[src/rtl/core_mac_seq.sv]
// core_mac_seq: job sequencer for one core_mac instance.
// Accepts a chunk-count job and streams operand chunks straight into core_mac.
// It counts partial-sum returns, never MAC latency, and folds them into a wide
// accumulator. One result is presented per job on a valid/ready handshake.
module core_mac_seq #(
  parameter int MAC_NUM       = 8,
  parameter int IDATA_BIT     = 8,
  parameter int MAC_ODATA_BIT = 19,
  parameter int ACC_BIT       = 32,
  parameter int CNT_BIT       = 8
) (
  input  logic                         clk,
  input  logic                         rstn,
  input  logic                         cfg_valid,
  output logic                         cfg_ready,
  input  logic [CNT_BIT-1:0]           cfg_chunk_num,
  input  logic                         in_valid,
  output logic                         in_ready,
  input  logic [IDATA_BIT*MAC_NUM-1:0] in_dataA,
  input  logic [IDATA_BIT*MAC_NUM-1:0] in_dataB,
  output logic [IDATA_BIT*MAC_NUM-1:0] mac_idataA,
  output logic [IDATA_BIT*MAC_NUM-1:0] mac_idataB,
  output logic                         mac_idata_valid,
  input  logic [MAC_ODATA_BIT-1:0]     mac_odata,
  input  logic                         mac_odata_valid,
  output logic                         out_valid,
  input  logic                         out_ready,
  output logic [ACC_BIT-1:0]           out_data,
  output logic                         busy,
  output logic                         err_spurious
);

  typedef enum logic [1:0] {
    S_IDLE  = 2'd0,
    S_ISSUE = 2'd1,
    S_DRAIN = 2'd2,
    S_DONE  = 2'd3
  } state_t;

  state_t                     state_q, state_d;
  logic signed [ACC_BIT-1:0]  acc_q, acc_d;
  logic signed [ACC_BIT-1:0]  out_data_q, out_data_d;
  logic [CNT_BIT-1:0]         issue_cnt_q, issue_cnt_d;
  logic [CNT_BIT-1:0]         ret_cnt_q, ret_cnt_d;
  logic [CNT_BIT-1:0]         chunk_num_q, chunk_num_d;
  logic                       err_spurious_q, err_spurious_d;

  logic cfg_fire;
  logic in_fire;
  logic out_fire;
  logic ret_live;
  logic ret_stray;

  // Sign-extend a core_mac partial sum to accumulator width (works when widths are equal).
  function automatic logic signed [ACC_BIT-1:0] sext_ret(input logic [MAC_ODATA_BIT-1:0] v);
    logic signed [MAC_ODATA_BIT-1:0] s;
    s = v;
    return ACC_BIT'(s);
  endfunction

  assign cfg_ready       = (state_q == S_IDLE);
  assign in_ready        = (state_q == S_ISSUE);
  assign out_valid       = (state_q == S_DONE);
  assign busy            = (state_q != S_IDLE);
  assign err_spurious    = err_spurious_q;
  assign out_data        = out_data_q;

  assign cfg_fire        = cfg_valid & cfg_ready;
  assign in_fire         = in_valid & in_ready;
  assign out_fire        = out_valid & out_ready;

  // Operands pass straight through; core_mac has no backpressure so a beat is a MAC issue.
  assign mac_idataA      = in_dataA;
  assign mac_idataB      = in_dataB;
  assign mac_idata_valid = in_fire;

  // Returns are only meaningful while a job is outstanding; anything else is stray.
  assign ret_live  = mac_odata_valid & ((state_q == S_ISSUE) | (state_q == S_DRAIN));
  assign ret_stray = mac_odata_valid & ((state_q == S_IDLE)  | (state_q == S_DONE));

  // Next-state, accumulation and counter update logic.
  always_comb begin
    state_d        = state_q;
    acc_d          = acc_q;
    out_data_d     = out_data_q;
    issue_cnt_d    = issue_cnt_q;
    ret_cnt_d      = ret_cnt_q;
    chunk_num_d    = chunk_num_q;
    err_spurious_d = err_spurious_q | ret_stray;

    if (ret_live) begin
      acc_d     = acc_q + sext_ret(mac_odata);
      ret_cnt_d = ret_cnt_q + CNT_BIT'(1);
    end

    case (state_q)
      S_IDLE: begin
        if (cfg_fire) begin
          chunk_num_d    = cfg_chunk_num;
          acc_d          = '0;
          issue_cnt_d    = '0;
          ret_cnt_d      = '0;
          // A stray return landing on the accept cycle still gets flagged.
          err_spurious_d = ret_stray;
          if (cfg_chunk_num == '0) begin
            state_d    = S_DONE;
            out_data_d = '0;
          end else begin
            state_d    = S_ISSUE;
          end
        end
      end
      S_ISSUE: begin
        if (in_fire) begin
          issue_cnt_d = issue_cnt_q + CNT_BIT'(1);
          if (issue_cnt_q == chunk_num_q - CNT_BIT'(1)) begin
            // A zero-latency MAC could already have returned everything.
            if (ret_cnt_d == chunk_num_q) begin
              state_d    = S_DONE;
              out_data_d = acc_d;
            end else begin
              state_d    = S_DRAIN;
            end
          end
        end
      end
      S_DRAIN: begin
        if (ret_live && (ret_cnt_d == chunk_num_q)) begin
          state_d    = S_DONE;
          out_data_d = acc_d;
        end
      end
      S_DONE: begin
        if (out_fire) begin
          state_d = S_IDLE;
        end
      end
      default: begin
        state_d = S_IDLE;
      end
    endcase
  end

  // State and datapath registers; reset aborts any job in flight.
  always_ff @(posedge clk or negedge rstn) begin
    if (!rstn) begin
      state_q        <= S_IDLE;
      acc_q          <= '0;
      out_data_q     <= '0;
      issue_cnt_q    <= '0;
      ret_cnt_q      <= '0;
      chunk_num_q    <= '0;
      err_spurious_q <= 1'b0;
    end else begin
      state_q        <= state_d;
      acc_q          <= acc_d;
      out_data_q     <= out_data_d;
      issue_cnt_q    <= issue_cnt_d;
      ret_cnt_q      <= ret_cnt_d;
      chunk_num_q    <= chunk_num_d;
      err_spurious_q <= err_spurious_d;
    end
  end

endmodule

[config.mk]
export PLATFORM = sky130hd
export DESIGN_NAME = core_mac_seq
export DESIGN_NICKNAME = d
export VERILOG_FILES = /design/src/rtl/core_mac_seq.sv
export SDC_FILE = /design/constraint.sdc
export NUM_CORES = 1
export LEC_CHECK = 0
export ABC_AREA = 1
export CORE_ASPECT_RATIO = 0.9
export CORE_MARGIN = 5
export CORE_UTILIZATION = 48
export DETAILED_ROUTE_END_ITERATION = 8
export PLACE_DENSITY = 0.88
export RECOVER_POWER = 50
export SETUP_SLACK_MARGIN = 0.4
export SYNTH_ARGS = -nofsm -noshare
export SYNTH_HDL_FRONTEND = slang
export SYNTH_SLANG_ARGS = --single-unit
[constraint.sdc]
create_clock -name clk -period 5.4 [get_ports clk]
set_input_delay 0.54 -clock clk [delete_from_list [all_inputs] [get_ports clk]]
set_output_delay 0.54 -clock clk [all_outputs]
set_load 0.01 [all_outputs]
==> flow_results.xml <==
<?xml version="1.0" encoding="UTF-8"?>
<metrics>
  <group name="setup_path">
    <metric name="worst_setup_path_startpoint" unit="">state_q[0]</metric>
    <metric name="worstSetupEndpointType" unit="">register</metric>
    <metric name="cp_max_fo" unit="">32</metric>
    <metric name="worst_r2r_startpoint" unit="">state_q[0]</metric>
    <metric name="crit_path_start_kind" unit="">register</metric>
    <metric name="worst-endpoint-arrival" unit="ns">4.02</metric>
    <metric name="timing.critical_path.required" unit="ns">5.63</metric>
    <metric name="worst-r2r-cell-count" unit="">15</metric>
    <metric name="setup.worst_path.class" unit="">reg -&gt; reg</metric>
  </group>
  <group name="outcome">
    <metric name="violations" unit="">capacitance limit, slew limit</metric>
    <metric name="run_status" unit="">finished with violations</metric>
  </group>
  <group name="sta">
    <metric name="relSlewSlack" unit="%">-66.57</metric>
    <metric name="maxClockFrequency" unit="GHz">0.2642</metric>
    <metric name="finalCritPeriodShare" unit="%">70.10</metric>
    <metric name="finalWorstPathRequiredPeriod" unit="ns">3.786</metric>
    <metric name="final-max-slew-violation-count" unit="">44</metric>
    <metric name="hold_viol_final" unit="">0</metric>
    <metric name="tightestPinTransition" unit="ns">2.499</metric>
    <metric name="setup_viol" unit="">0</metric>
    <metric name="finalClockSkew" unit="ns">0.01384</metric>
    <metric name="grt_setup_unrepaired" unit="">no</metric>
    <metric name="timing.setup.tns" unit="ns">0</metric>
  </group>
  <group name="cts">
    <metric name="cts_resized" unit="">0</metric>
    <metric name="worst_setup_hold_path_clk_slew" unit="ns">0.07</metric>
    <metric name="cts_max_level" unit="">3</metric>
    <metric name="cts_root_buf" unit="">sky130_fd_sc_hd__clkbuf_16</metric>
    <metric name="cts_inserted_buffers" unit="">9</metric>
    <metric name="clock_insertion_delay_worst_skew" unit="ns">0.36</metric>
    <metric name="clock_tree.buffer_depth" unit="">2</metric>
    <metric name="tritoncts" unit="">built</metric>
    <metric name="post_cts.repair.setup_buffers" unit="">0</metric>
    <metric name="cts_hold_repair.buffers" unit="">0</metric>
    <metric name="clock-sinks" unit="">91</metric>
  </group>
  <group name="placed_design">
    <metric name="portBuffers" unit="">70</metric>
    <metric name="finalWeightedCongestion" unit="">0.9750</metric>
    <metric name="post-dp-hpwl" unit="µm">15890</metric>
  </group>
  <group name="pwr">
    <metric name="clock_power_share" unit="%">14.8</metric>
    <metric name="power.share.switching" unit="%">50.27</metric>
    <metric name="power_leakage" unit="nW">4.549</metric>
    <metric name="p_int" unit="mW">2.381</metric>
    <metric name="ir_worst_vdd" unit="V">0.0003293</metric>
    <metric name="power-per-cell-area" unit="mW/mm²">583.3</metric>
    <metric name="comb_power_share" unit="%">61.6</metric>
    <metric name="power.sequential.fraction" unit="%">23.6</metric>
    <metric name="net-switching-power" unit="mW">2.407</metric>
  </group>
  <group name="global_routing">
    <metric name="grt_start_max_net_pins" unit="">59</metric>
    <metric name="first_global_vias" unit="">6865</metric>
    <metric name="initial_antenna_violation_count" unit="">0</metric>
    <metric name="grt_remaining_overflow" unit="">0</metric>
    <metric name="grt_first_pass_wirelength" unit="µm">34460</metric>
    <metric name="groute.usage.overall" unit="%">21.76</metric>
  </group>
  <group name="die">
    <metric name="io_pins" unit="">327</metric>
    <metric name="core_area" unit="mm²">0.01624</metric>
    <metric name="die_span_y" unit="µm">132.4</metric>
    <metric name="die_wd" unit="µm">146.0</metric>
    <metric name="die_area" unit="mm²">0.01934</metric>
    <metric name="row_count" unit="">44</metric>
    <metric name="effective_utilization_at_floorplan" unit="%">49.23</metric>
  </group>
  <group name="detailed_routing">
    <metric name="vias" unit="">7192</metric>
    <metric name="drt_antenna_net_count" unit="">0</metric>
    <metric name="post_drt_via_cell_ratio" unit="">5.156</metric>
    <metric name="drc_errors" unit="">0</metric>
    <metric name="first_iter_violations" unit="">649</metric>
    <metric name="detailedRoute.firstPassIterationCount" unit="">5</metric>
    <metric name="totalWireLength" unit="µm">20900</metric>
    <metric name="wl_per_cell" unit="µm">14.98</metric>
  </group>
  <group name="final_layout">
    <metric name="design.final.nets" unit="">1383</metric>
    <metric name="finalCoreUtilization" unit="%">50.54</metric>
    <metric name="n_antenna_cell" unit="">0</metric>
    <metric name="drive_above_1_share" unit="%">3.704</metric>
    <metric name="synthToLayoutAreaGrowth" unit="%">2.660</metric>
    <metric name="fillerInstances" unit="">1591</metric>
  </group>
  <group name="synth">
    <metric name="post_synthesis_cell_count" unit="">1252</metric>
    <metric name="synthTopCellsByArea" unit="">sky130_fd_sc_hd__dfrtp_1, sky130_fd_sc_hd__nand2_1, sky130_fd_sc_hd__buf_4, sky130_fd_sc_hd__inv_1, sky130_fd_sc_hd__nor2_1</metric>
    <metric name="synthesis.nets" unit="">1452</metric>
    <metric name="synth.avg_cell_area" unit="µm²">6.386</metric>
    <metric name="synth.ff_latch_count" unit="">91</metric>
    <metric name="synth.largest_area_cell" unit="">sky130_fd_sc_hd__dfrtp_1</metric>
    <metric name="yosysUniqueCellTypes" unit="">32</metric>
    <metric name="netlist_area" unit="mm²">0.007995</metric>
    <metric name="synth.yosys.seq_area_share" unit="%">28.48</metric>
    <metric name="synth_largest_type_area_fraction" unit="%">28.48</metric>
    <metric name="synth_warnings" unit="">0</metric>
  </group>
  <group name="worst_hold_path">
    <metric name="hold_path_class" unit="">reg -&gt; reg</metric>
    <metric name="timing.hold.worst.start" unit="">out_data[20]</metric>
    <metric name="min_path_cells" unit="">2</metric>
  </group>
  <group name="job">
    <metric name="count_of_maximum_capacitance_violations" unit="">1</metric>
  </group>
</metrics>
[logic make-up (layout without fill, tap and decap cells)]
family	Yosys count	in the layout	synth area share, %
compound gates	82	82	5.399
xor+xnor	21	21	2.301
fa+ha+maj	39	39	6.197
buf+inv	334	270	22.11
flops	91	91	28.48
mux	2	2	0.2504
simple gates	683	683	35.26
[layout make-up]
| class | instances | area (µm²) | share of cell area, % |
|---|---|---|---|
| clock buffer | 9 | 225.2 | 2.744 |
| clock inverter | 7 | 98.84 | 1.204 |
| inverter | 181 | 679.4 | 8.277 |
| multi-input combinational | 827 | 3954 | 48.17 |
| sequential | 91 | 2277 | 27.74 |
| tap | 207 | 259.0 | 3.155 |
| timing repair buffer | 73 | 714.4 | 8.704 |
[synth_stat cells, drive strengths merged]
cell    number
a21oi       32
a22o         1
and2         1
buf        138
clkbuf      15
dfrtp       91
fa           1
ha          38
inv        181
mux2i        2
nand2      397
nand3      107
nand3b       3
nand4       11
nor2       149
nor3         3
o21ai       46
o21bai       2
o22ai        1
or2         12
xnor2       15
xor2         6
[per-stage QoR]
| step | power, mW | hold slack [ns] | std cells | cell area [µm²] | worst slack (ns) |
|---|---|---|---|---|---|
| 6_report | 4.788 | 0.4722 | 1395 | 8208 | 1.614 |
| 2_1_floorplan | 3.347 | 0.2444 | 1252 | 7995 | 3.079 |
| 4_1_cts | 4.778 | 0.2081 | 1395 | 8214 | 1.614 |
| 3_3_place_gp | 3.968 | 0.4552 | 1379 | 7890 | 1.567 |
| 5_1_grt | 5.251 | 0.5060 | 1395 | 8208 | 1.167 |
| 3_5_place_dp | 4.036 | 0.4628 | 1379 | 7890 | 1.433 |
[path summary, 6_finish.rpt]
check / end / slack, ns
max in group asynchronous: out_data[17] / 2.21
hold / removal: out_data[20] / 0.47
min in group asynchronous: acc_q[14] / 0.94
setup / recovery: out_data[28] / 1.61
setup reg to reg: out_data[28] / 1.61
hold reg to reg: out_data[20] / 0.47
[placed cells by master, fill, tap and decap left out, types with 6 or more instances in the layout]
| cell type | netlist | routed |
|---|---|---|
| sky130_fd_sc_hd__xor2_1 | 6 | 6 |
| sky130_fd_sc_hd__o21ai_0 | 46 | 46 |
| sky130_fd_sc_hd__nand4_1 | 10 | 10 |
| sky130_fd_sc_hd__ha_1 | 38 | 38 |
| sky130_fd_sc_hd__a21oi_1 | 31 | 30 |
| sky130_fd_sc_hd__nand3_1 | 104 | 104 |
| sky130_fd_sc_hd__clkdlybuf4s50_1 | 0 | 69 |
| sky130_fd_sc_hd__xnor2_1 | 15 | 15 |
| sky130_fd_sc_hd__clkbuf_16 | 0 | 9 |
| sky130_fd_sc_hd__or2_2 | 12 | 12 |
| sky130_fd_sc_hd__nand2_1 | 394 | 394 |
| sky130_fd_sc_hd__inv_1 | 180 | 180 |
| sky130_fd_sc_hd__dfrtp_1 | 91 | 91 |
| sky130_fd_sc_hd__nor2_1 | 146 | 146 |
[worst max-delay path, stage by stage (launching register included)]
cell and delay (ns):
sky130_fd_sc_hd__dfrtp_1 0.43, sky130_fd_sc_hd__inv_1 0.10, sky130_fd_sc_hd__ha_1 0.48, sky130_fd_sc_hd__nand2_4 0.17, sky130_fd_sc_hd__nor2_2 0.16, sky130_fd_sc_hd__nand3_1 0.09
sky130_fd_sc_hd__nand2_1 0.08, sky130_fd_sc_hd__nand2_1 0.07, sky130_fd_sc_hd__nand2_1 0.06, sky130_fd_sc_hd__nand2_1 0.06, sky130_fd_sc_hd__nor2_1 0.11, sky130_fd_sc_hd__nand3_2 0.14
sky130_fd_sc_hd__a21oi_4 0.66, sky130_fd_sc_hd__nand3_2 0.73, sky130_fd_sc_hd__nand2_1 0.24, sky130_fd_sc_hd__nand2_1 0.07
[power by group through the flow]
stage	Clock, mW	Combinational (mW)	Sequential [mW]
floorplan	0	2.25	1.10
global placement	0	2.83	1.13
detailed placement	0	2.90	1.14
CTS	0.721	2.93	1.13
global route	0.749	3.34	1.16
finish	0.707	2.95	1.13
[metal layers]
metal / global-route usage (%) / wire [µm]
met1: 28.53 / 9156
met2: 33.07 / 8892
met3: 7.695 / 2124
met4: 7.576 / 620
met5: 4.250 / 109
Note: power is estimated with default switching activity, not from simulation.
